[config.mk]
export PLATFORM = sky130hd
export DESIGN_NAME = control_multiciclo_flat
export DESIGN_NICKNAME = d
export VERILOG_FILES = /design/src/rtl/control_multiciclo_if.sv /design/src/rtl/control_multiciclo.sv /design/src/flat_wrapper.sv
export SDC_FILE = /design/constraint.sdc
export NUM_CORES = 1
export LEC_CHECK = 0
export BUFFER_PORTS_ARGS = -buffer_cell sky130_fd_sc_hd__buf_2
export CORE_AREA = 2 2 39 41
export CTS_BUF_LIST = sky130_fd_sc_hd__clkbuf_8 sky130_fd_sc_hd__clkbuf_16
export CTS_CLUSTER_DIAMETER = 40
export DETAILED_ROUTE_END_ITERATION = 8
export DIE_AREA = 0 0 41 43
export GPL_TIMING_DRIVEN = 0
export PLACE_DENSITY = 0.71
export SLEW_MARGIN = 20
export SYNTH_ARGS = -nofsm -noshare
export SYNTH_HDL_FRONTEND = slang
export SYNTH_SLANG_ARGS = --single-unit
[constraint.sdc]
create_clock -name clk -period 2.87 [get_ports clk]
set_input_delay 0.574 -clock clk [delete_from_list [all_inputs] [get_ports clk]]
set_output_delay 0.574 -clock clk [all_outputs]
set_load 0.1 [all_outputs]
[src/rtl/control_multiciclo_if.sv]
// control_multiciclo_if: opcode in, datapath control word and debug state out.
interface control_multiciclo_if;
  logic [5:0] op;
  logic       pcwrite, pcwritecond, iord, memread, memwrite, irwrite;
  logic       memtoreg, regdst, regwrite, alusrca, illegal;
  logic [1:0] alusrcb, pcsource, aluop;
  logic [3:0] state;
  modport master (
    input  op,
    output pcwrite, pcwritecond, iord, memread, memwrite, irwrite,
           memtoreg, regdst, regwrite, alusrca, illegal,
           alusrcb, pcsource, aluop, state
  );
  modport slave (
    output op,
    input  pcwrite, pcwritecond, iord, memread, memwrite, irwrite,
           memtoreg, regdst, regwrite, alusrca, illegal,
           alusrcb, pcsource, aluop, state
  );
endinterface

[src/rtl/control_multiciclo.sv]
// control_multiciclo: Moore FSM sequencing the multi-cycle MIPS-subset datapath.
module control_multiciclo (
  input logic                  clk,
  input logic                  rst_n,
  control_multiciclo_if.master bus
);
  localparam logic [5:0] OP_R = 6'b000000, OP_LW = 6'b100011, OP_SW = 6'b101011;
  localparam logic [5:0] OP_BEQ = 6'b000100, OP_J = 6'b000010, OP_ADDI = 6'b001000;
  typedef enum logic [3:0] {
    FETCH = 4'd0, DECODE = 4'd1, MEMADR = 4'd2, MEMRD = 4'd3, MEMWB = 4'd4, MEMWR = 4'd5,
    EXEC = 4'd6, RWB = 4'd7, BRANCH = 4'd8, JUMP = 4'd9, ADDIEX = 4'd10, ADDIWB = 4'd11
  } state_t;
  state_t     cur, nxt;
  logic       pcw, pcwc, ird, mrd, mwr, irw, m2r, rdst, rw, asa, ill, supported;
  logic [1:0] asb, psrc, aop;
  assign supported = bus.op inside {OP_R, OP_LW, OP_SW, OP_BEQ, OP_J, OP_ADDI};
  always_ff @(posedge clk or negedge rst_n)
    if (!rst_n) cur <= FETCH;
    else        cur <= nxt;
  always_comb begin
    nxt = FETCH;
    case (cur)
      FETCH:  nxt = DECODE;
      DECODE: nxt = (bus.op == OP_LW || bus.op == OP_SW) ? MEMADR :
                    bus.op == OP_R    ? EXEC   :
                    bus.op == OP_BEQ  ? BRANCH :
                    bus.op == OP_J    ? JUMP   :
                    bus.op == OP_ADDI ? ADDIEX : FETCH;
      MEMADR: nxt = bus.op == OP_LW ? MEMRD : bus.op == OP_SW ? MEMWR : FETCH;
      MEMRD:  nxt = MEMWB;
      EXEC:   nxt = RWB;
      ADDIEX: nxt = ADDIWB;
      default: nxt = FETCH;
    endcase
  end
  always_comb begin
    {pcw, pcwc, ird, mrd, mwr, irw, m2r, rdst, rw, asa} = '0;
    asb  = 2'b00;
    psrc = 2'b00;
    aop  = 2'b00;
    case (cur)
      FETCH:  begin mrd = 1'b1; irw = 1'b1; asb = 2'b01; pcw = 1'b1; end
      DECODE: asb = 2'b11;
      MEMADR, ADDIEX: begin asa = 1'b1; asb = 2'b10; end
      MEMRD:  begin mrd = 1'b1; ird = 1'b1; end
      MEMWB:  begin rw = 1'b1; m2r = 1'b1; end
      MEMWR:  begin mwr = 1'b1; ird = 1'b1; end
      EXEC:   begin asa = 1'b1; aop = 2'b10; end
      RWB:    begin rw = 1'b1; rdst = 1'b1; end
      BRANCH: begin asa = 1'b1; aop = 2'b01; pcwc = 1'b1; psrc = 2'b01; end
      JUMP:   begin pcw = 1'b1; psrc = 2'b10; end
      ADDIWB: rw = 1'b1;
      default: ;
    endcase
  end
  assign ill = cur == DECODE && !supported;
  // Gating by rst_n drops any strobe the instant reset asserts, independent of clk.
  assign bus.pcwrite     = rst_n & pcw;
  assign bus.pcwritecond = rst_n & pcwc;
  assign bus.iord        = rst_n & ird;
  assign bus.memread     = rst_n & mrd;
  assign bus.memwrite    = rst_n & mwr;
  assign bus.irwrite     = rst_n & irw;
  assign bus.memtoreg    = rst_n & m2r;
  assign bus.regdst      = rst_n & rdst;
  assign bus.regwrite    = rst_n & rw;
  assign bus.alusrca     = rst_n & asa;
  assign bus.illegal     = rst_n & ill;
  assign bus.alusrcb     = {2{rst_n}} & asb;
  assign bus.pcsource    = {2{rst_n}} & psrc;
  assign bus.aluop       = {2{rst_n}} & aop;
  assign bus.state       = {4{rst_n}} & cur;
endmodule

[src/flat_wrapper.sv]
// flat-port wrapper written by rule: the top's interface ports become plain ports
module control_multiciclo_flat 
  (clk, rst_n, bus_op, bus_pcwrite, bus_pcwritecond, bus_iord, bus_memread, bus_memwrite, bus_irwrite, bus_memtoreg, bus_regdst, bus_regwrite, bus_alusrca, bus_illegal, bus_alusrcb, bus_pcsource, bus_aluop, bus_state);
  control_multiciclo_if bus_i ();
  input logic clk;
  input logic rst_n;
  input wire logic [$bits(bus_i.op)-1:0] bus_op;
  output wire logic [$bits(bus_i.pcwrite)-1:0] bus_pcwrite;
  output wire logic [$bits(bus_i.pcwritecond)-1:0] bus_pcwritecond;
  output wire logic [$bits(bus_i.iord)-1:0] bus_iord;
  output wire logic [$bits(bus_i.memread)-1:0] bus_memread;
  output wire logic [$bits(bus_i.memwrite)-1:0] bus_memwrite;
  output wire logic [$bits(bus_i.irwrite)-1:0] bus_irwrite;
  output wire logic [$bits(bus_i.memtoreg)-1:0] bus_memtoreg;
  output wire logic [$bits(bus_i.regdst)-1:0] bus_regdst;
  output wire logic [$bits(bus_i.regwrite)-1:0] bus_regwrite;
  output wire logic [$bits(bus_i.alusrca)-1:0] bus_alusrca;
  output wire logic [$bits(bus_i.illegal)-1:0] bus_illegal;
  output wire logic [$bits(bus_i.alusrcb)-1:0] bus_alusrcb;
  output wire logic [$bits(bus_i.pcsource)-1:0] bus_pcsource;
  output wire logic [$bits(bus_i.aluop)-1:0] bus_aluop;
  output wire logic [$bits(bus_i.state)-1:0] bus_state;
  assign bus_i.op = bus_op;
  assign bus_pcwrite = bus_i.pcwrite;
  assign bus_pcwritecond = bus_i.pcwritecond;
  assign bus_iord = bus_i.iord;
  assign bus_memread = bus_i.memread;
  assign bus_memwrite = bus_i.memwrite;
  assign bus_irwrite = bus_i.irwrite;
  assign bus_memtoreg = bus_i.memtoreg;
  assign bus_regdst = bus_i.regdst;
  assign bus_regwrite = bus_i.regwrite;
  assign bus_alusrca = bus_i.alusrca;
  assign bus_illegal = bus_i.illegal;
  assign bus_alusrcb = bus_i.alusrcb;
  assign bus_pcsource = bus_i.pcsource;
  assign bus_aluop = bus_i.aluop;
  assign bus_state = bus_i.state;
  control_multiciclo u_core (.clk(clk), .rst_n(rst_n), .bus(bus_i));
endmodule
==> impl_metrics.yaml, run 1 <==
synth:
  syn_area_per_cell_um2: 7.090
  synth_nets: 80
  async_flop_share: 1.000
  yosysTopAreaCell: "dfrtp_1"
  synth.most_common_cell: "nor3_1"
  ys_types: 33
  ys_top_cells_by_area: "dfrtp_1 20%, nor3_1 7.8%, nand2b_1 7.4%, nor4_1 4.9%, nand2_1 4.4%"
  synthTopCellsByCount: "8 x nor3_1, 6 x nand2_1, 6 x nand2b_1"
  syn_area_um2: 510.5
  synth_top_family_by_area: "simple AND/OR/NAND/NOR gates"
  synthAdderAreaFrac: 0
  synth_seq_area_share: 0.1961
  yosys_warnings: 0
  synth_cells: 72
  synth-seq-cells: 4
  synth_xor_area_frac: 0.03431
  synth-compound-area-share: 0.2206
  muxShareOfSynthArea: 0
  yosys.area_share.simple: 0.4608
  synth_flop_cell: "dfrtp_1"
  synth_top_cell_area_share: 0.1961
  synth-edff-count: 0
clock_tree:
  cts_tree: "built"
  cts_resized: 0
  clock_path_buffers: 2
  cts-root-buf: "clkbuf_8"
  clkTransAtPathRegs_ns: 0.03
  holdBufCountCts: 0
  cts_made_buffers: 3
  postCtsSetupRepairBufs: 0
  clock_latency_ns: 0.22
  clkSinkCount: 4
  htreeDepth: 1
setup_path:
  start_kind: "flop"
  path_class: "reg2out"
  arrival_ns: 2.10
  worstPathRequired_ns: 2.30
  cp_max_fo: 10
  r2r_slack_ns: 0.81
  worstReg2RegStart: "u_core.cur[3]"
  end_kind: "output port"
  critical_path.most_common_cell: "nand2_1"
  cpPeakStageDelay_ns: 0.44
  rr_worst_depth: 4
  slowest_stage: "buf_2"
  rr_endpoint: "u_core.cur[0]"
  crit_chain: "clkbuf_1 -> nand2_1 -> clkinvlp_4 -> nand2_1 -> nor3_4 -> buf_2"
drt:
  firstDrtPassIters: 4
  viasPerCell: 5.420
  wl_per_cell_um: 13.24
  vias: 645
  drtAntennaViolNets: 0
  totalWireLength_um: 1575
  drt_iter0_markers: 14
  route.detailed.drc: 0
placement:
  dpl.hpwl_um: 1196
  placed_cells: 116
  gp_congestion: 0.7382
  port_buffers: 28
sta:
  slew_viol_final: 0
  finalCritPeriodShare: 0.9320
  tightest_slew_ns: 0.7276
  worst_clock_skew_ns: 0.001461
  fmax_ghz: 0.3739
  setup-violations-final: 0
  slew_headroom: 0.5149
  fin_crit_ns: 2.675
  rsz0062_at_grt: "no"
  hold_viol: 0
cells_and_area:
  drive_gt1_frac: 0.4854
  diodes: 0
  fin_nets: 113
  regMostFlops: "u_core.cur"
  largestRegisters: "u_core.cur x4"
  area_growth_pct: 58.58
  largest_reg_flops: 4
  final_cells: 119
  nFillCells: 126
grt:
  grt_util_all_layers: 0.2235
  grt_overflow: 0
  grt_antenna_before_repair: 0
  grt_max_degree: 12
  grt_pass1_wl_um: 2566
  grt_pass1_vias: 591
pwr:
  total_power_mw: 0.6258
  ir_worst_vdd_mv: 0.3474
  p_leak_nw: 0.3601
  p_per_area_nw_per_um2: 773.1
outcome:
  status: "finished clean"
floorplan:
  die_w_um: 41
  dieArea_um2: 1763
  core_um2: 1384
  pin_count: 29
  fp.dieH_um: 43
  rows: 14
  floorplan.initialDensity: 0.3689
hold_path:
  hold_path.class: "in2async"
job:
  cap_violations: 0
## metal layers
metal	wire [um]	track usage	part of all wire
met1	675	0.2664	0.43
met2	773	0.3250	0.49
met3	78	0.06283	0.050
met4	48	0.1600	0.030
met5	0	0	0
## worst max path at each step
| stage | start | to | slack (ns) | cells after the start |
|---|---|---|---|---|
| after floorplan | u_core.cur[0] | bus_pcwrite | -0.46 | 4 |
| after global placement | rst_n | bus_illegal | 0.35 | 5 |
| after detailed placement | rst_n | bus_illegal | 0.33 | 5 |
| after CTS | u_core.cur[0] | bus_memwrite | 0.19 | 6 |
| after global routing | u_core.cur[0] | bus_memwrite | 0.05 | 6 |
| final | u_core.cur[0] | bus_memwrite | 0.20 | 6 |
## kinds of logic (layout without fill, tap and decap cells)
kind of cell    Yosys count  after routing
simple gates             41             41
compound gates           15             15
buf+inv                  10             41
flops                     4              4
xor+xnor                  2              2
## through the flow
step	utilization	instance area [um^2]	setup slack, ns	hold slack, ns	setup TNS, ns
after floorplan	-	608.1	-0.4631	0.2784	-0.7705
after global placement	0.5552	768.2	0.3471	0.4284	0
after detailed placement	0.5552	768.2	0.3251	0.4322	0
after CTS	0.5850	809.5	0.1888	0.1987	0
after global routing	0.5850	809.5	0.05112	0.1974	0
final	0.5850	809.5	0.1953	0.2009	0
## cell usage in the layout, fill, tap and decap left out, types with 3 or more instances in the layout
master	n
buf_2	28
dfrtp_1	4
clkbuf_8	3
nand2b_1	6
nor2_1	3
o21ai_0	3
clkbuf_1	3
nor3_2	3
nor3_4	3
nand2_1	6
## area by class of cell
cell class | count | area, um^2 | share of cell area
buffer | 7 | 35.03 | 0.04328
clock buffer | 3 | 41.29 | 0.05100
sequential | 4 | 100.1 | 0.1236
multi-input combinational | 58 | 457.9 | 0.5657
timing repair buffer | 28 | 140.1 | 0.1731
tap | 16 | 20.02 | 0.02473
inverter | 3 | 15.01 | 0.01855
## power by group
group	switching [mW]	leakage, nW	internal (mW)	total [mW]
clock network	0.0318	0.0216	0.0896	0.121
logic	0.334	0.285	0.0915	0.426
registers	0.0124	0.0534	0.0661	0.0786
total	0.379	0.360	0.247	0.626
## critical path: cells and delay by family (launching register included)
kind / cells / cell delay, ns
simple gates: 3 / 0.51
flops: 1 / 0.39
buf+inv: 3 / 0.97
No activity file was read; power rests on OpenSTA's default activity.
==> inputs of run 2 (changes only) <==
- CAP_MARGIN: default -> 10
- CORE_AREA: 2 2 39 41 -> 2 2 40 42
- DIE_AREA: 0 0 41 43 -> 0 0 42 44
- clock period: 2.87 -> 2.4 ns (I/O delays scaled with it)
==> run 2 against run 1 <==
  * Die area up 4.8%
  * Clock skew up 0.0046 ns
  * Critical path depth fell by 1
  * Critical endpoint is now bus_aluop[0]
  * Highest routed layer unchanged
==> impl_metrics.yaml, run 2 (synthesis results as in run 1) <==
outcome:
  status: "finished clean"
hold_path:
  hold_path.class: "in2async"
sta:
  fmax_ghz: 0.4387
  slew_headroom: 0.6750
  fin_crit_ns: 2.280
  hold_viol: 0
  setup-violations-final: 0
  worst_clock_skew_ns: 0.006079
  finalCritPeriodShare: 0.9498
  rsz0062_at_grt: "no"
  tightest_slew_ns: 0.4909
  setup_tns_ns: 0
  slew_viol_final: 0
cells_and_area:
  most-common-layout-cells: "23 x buf_2, 7 x clkbuf_4, 6 x nor3_4, 5 x nand2b_1, 5 x clkbuf_8"
  final_common_cell: "buf_2"
  regMostFlops: "u_core.cur"
  area_growth_pct: 82.84
  diodes: 0
  fin_nets: 113
  finalInstanceArea_um2: 933.4
  drive_gt1_frac: 0.5481
  nFillCells: 117
  largestRegisters: "u_core.cur x4"
  largest_reg_flops: 4
floorplan:
  pin_count: 29
  rows: 14
  fp.dieH_um: 44
  core_um2: 1419
  floorplan.initialDensity: 0.3598
  dieArea_um2: 1848
  die_w_um: 42
setup_path:
  path_class: "in2out"
  worstPathRequired_ns: 1.92
  end_kind: "output port"
  start_kind: "primary input"
  arrival_ns: 1.80
  cp_max_fo: 11
drt:
  vias: 663
  dr_wl_met2_um: 869
  viasPerCell: 5.525
  firstDrtPassIters: 4
  totalWireLength_um: 1582
  wl_met1_um: 621
  top_layer: "met4"
  wl_per_cell_um: 13.18
  drt_iter0_markers: 6
  wl_met3_um: 78
  route.detailed.drc: 0
  drtAntennaViolNets: 0
grt:
  grt_overflow: 0
  grt_pass1_wl_um: 2773
  grt_max_degree: 12
  grt_pass1_vias: 642
  grt_antenna_before_repair: 0
  grt_util_all_layers: 0.1993
placement:
  port_buffers: 28
  placed_cell_area_um2: 873.3
  dpl.hpwl_um: 1268
  gp_congestion: 0.7521
clock_tree:
  cts_tree: "built"
  holdBufCountCts: 0
  clkSinkCount: 4
  cts_resized: 0
  clock_path_buffers: 2
  clkTransAtPathRegs_ns: 0.04
  clock_latency_ns: 0.22
  postCtsSetupRepairBufs: 0
  cts_made_buffers: 3
  htreeDepth: 1
  cts-root-buf: "clkbuf_8"
pwr:
  p_per_area_nw_per_um2: 864.5
  p_leak_nw: 0.4031
  ir_worst_vdd_mv: 0.4737
job:
  cap_violations: 0
## run 2: changes by cell type in the layout (fill, tap and decap cells not counted), sizes merged
cell    delta
clkbuf     +6
buf        -6
inv        +1
## run 2: power by group
| part | total [mW] | switching [mW] | internal, mW |
|---|---|---|---|
| registers | 0.0939 | 0.0147 | 0.0792 |
| logic | 0.565 | 0.423 | 0.142 |
| clock network | 0.148 | 0.0388 | 0.109 |
| total | 0.807 | 0.476 | 0.331 |
## run 2: worst paths after layout
path | endpoint | slack [ns] | from | cells after the start
setup / recovery | bus_aluop[0] | 0.12 | rst_n | 5
hold / removal | u_core.cur[2] | 0.12 | rst_n | 1
setup reg to reg | u_core.cur[0] | 0.35 | u_core.cur[1] | 4
hold reg to reg | u_core.cur[1] | 0.71 | u_core.cur[2] | 2
max in group asynchronous | u_core.cur[3] | 2.07 | rst_n | 1
min in group clk | u_core.cur[2] | 0.54 | bus_op[1] | 2
## run 2: routing by layer
| metal | vias up | GRT usage |
|---|---|---|
| met5 | - | 0 |
| met1 | 308 | 0.2391 |
| met3 | 2 | 0.01667 |
| met2 | 21 | 0.3688 |
| li1 | 332 | - |
| met4 | 0 | 0.07742 |
## run 2: layout make-up
type                    count  area, um^2  area share
plain buffers               7       83.83     0.08981
flip-flops and latches      4       101.3      0.1086
clock buffers               3       41.29     0.04424
multi-input cells          58       513.0      0.5496
inverters                   3       15.01     0.01609
repair buffers             28       155.1      0.1662
well taps                  16       20.02     0.02145
clock inverters             1       3.754    0.004021
## run 2: per-stage QoR
| stage | setup WS [ns] | instances | utilization | hold WS (ns) | total power, mW |
|---|---|---|---|---|---|
| global placement | 0.02881 | 116 | 0.6155 | 0.3453 | 0.6532 |
| floorplan | -0.4240 | 72 | - | 0.1844 | 0.5807 |
| finish | 0.1204 | 120 | 0.6578 | 0.1171 | 0.8069 |
| detailed placement | 0.01169 | 116 | 0.6155 | 0.3480 | 0.6574 |
| global route | 0.01305 | 120 | 0.6578 | 0.1320 | 0.8455 |
| CTS | 0.0008276 | 120 | 0.6473 | 0.1199 | 0.8065 |
## run 2: critical path, stage by stage
cell and delay [ns]:
buf_2 0.22, nand2b_1 0.31, nor3_4 0.34, buf_12 0.13
clkbuf_4 0.31
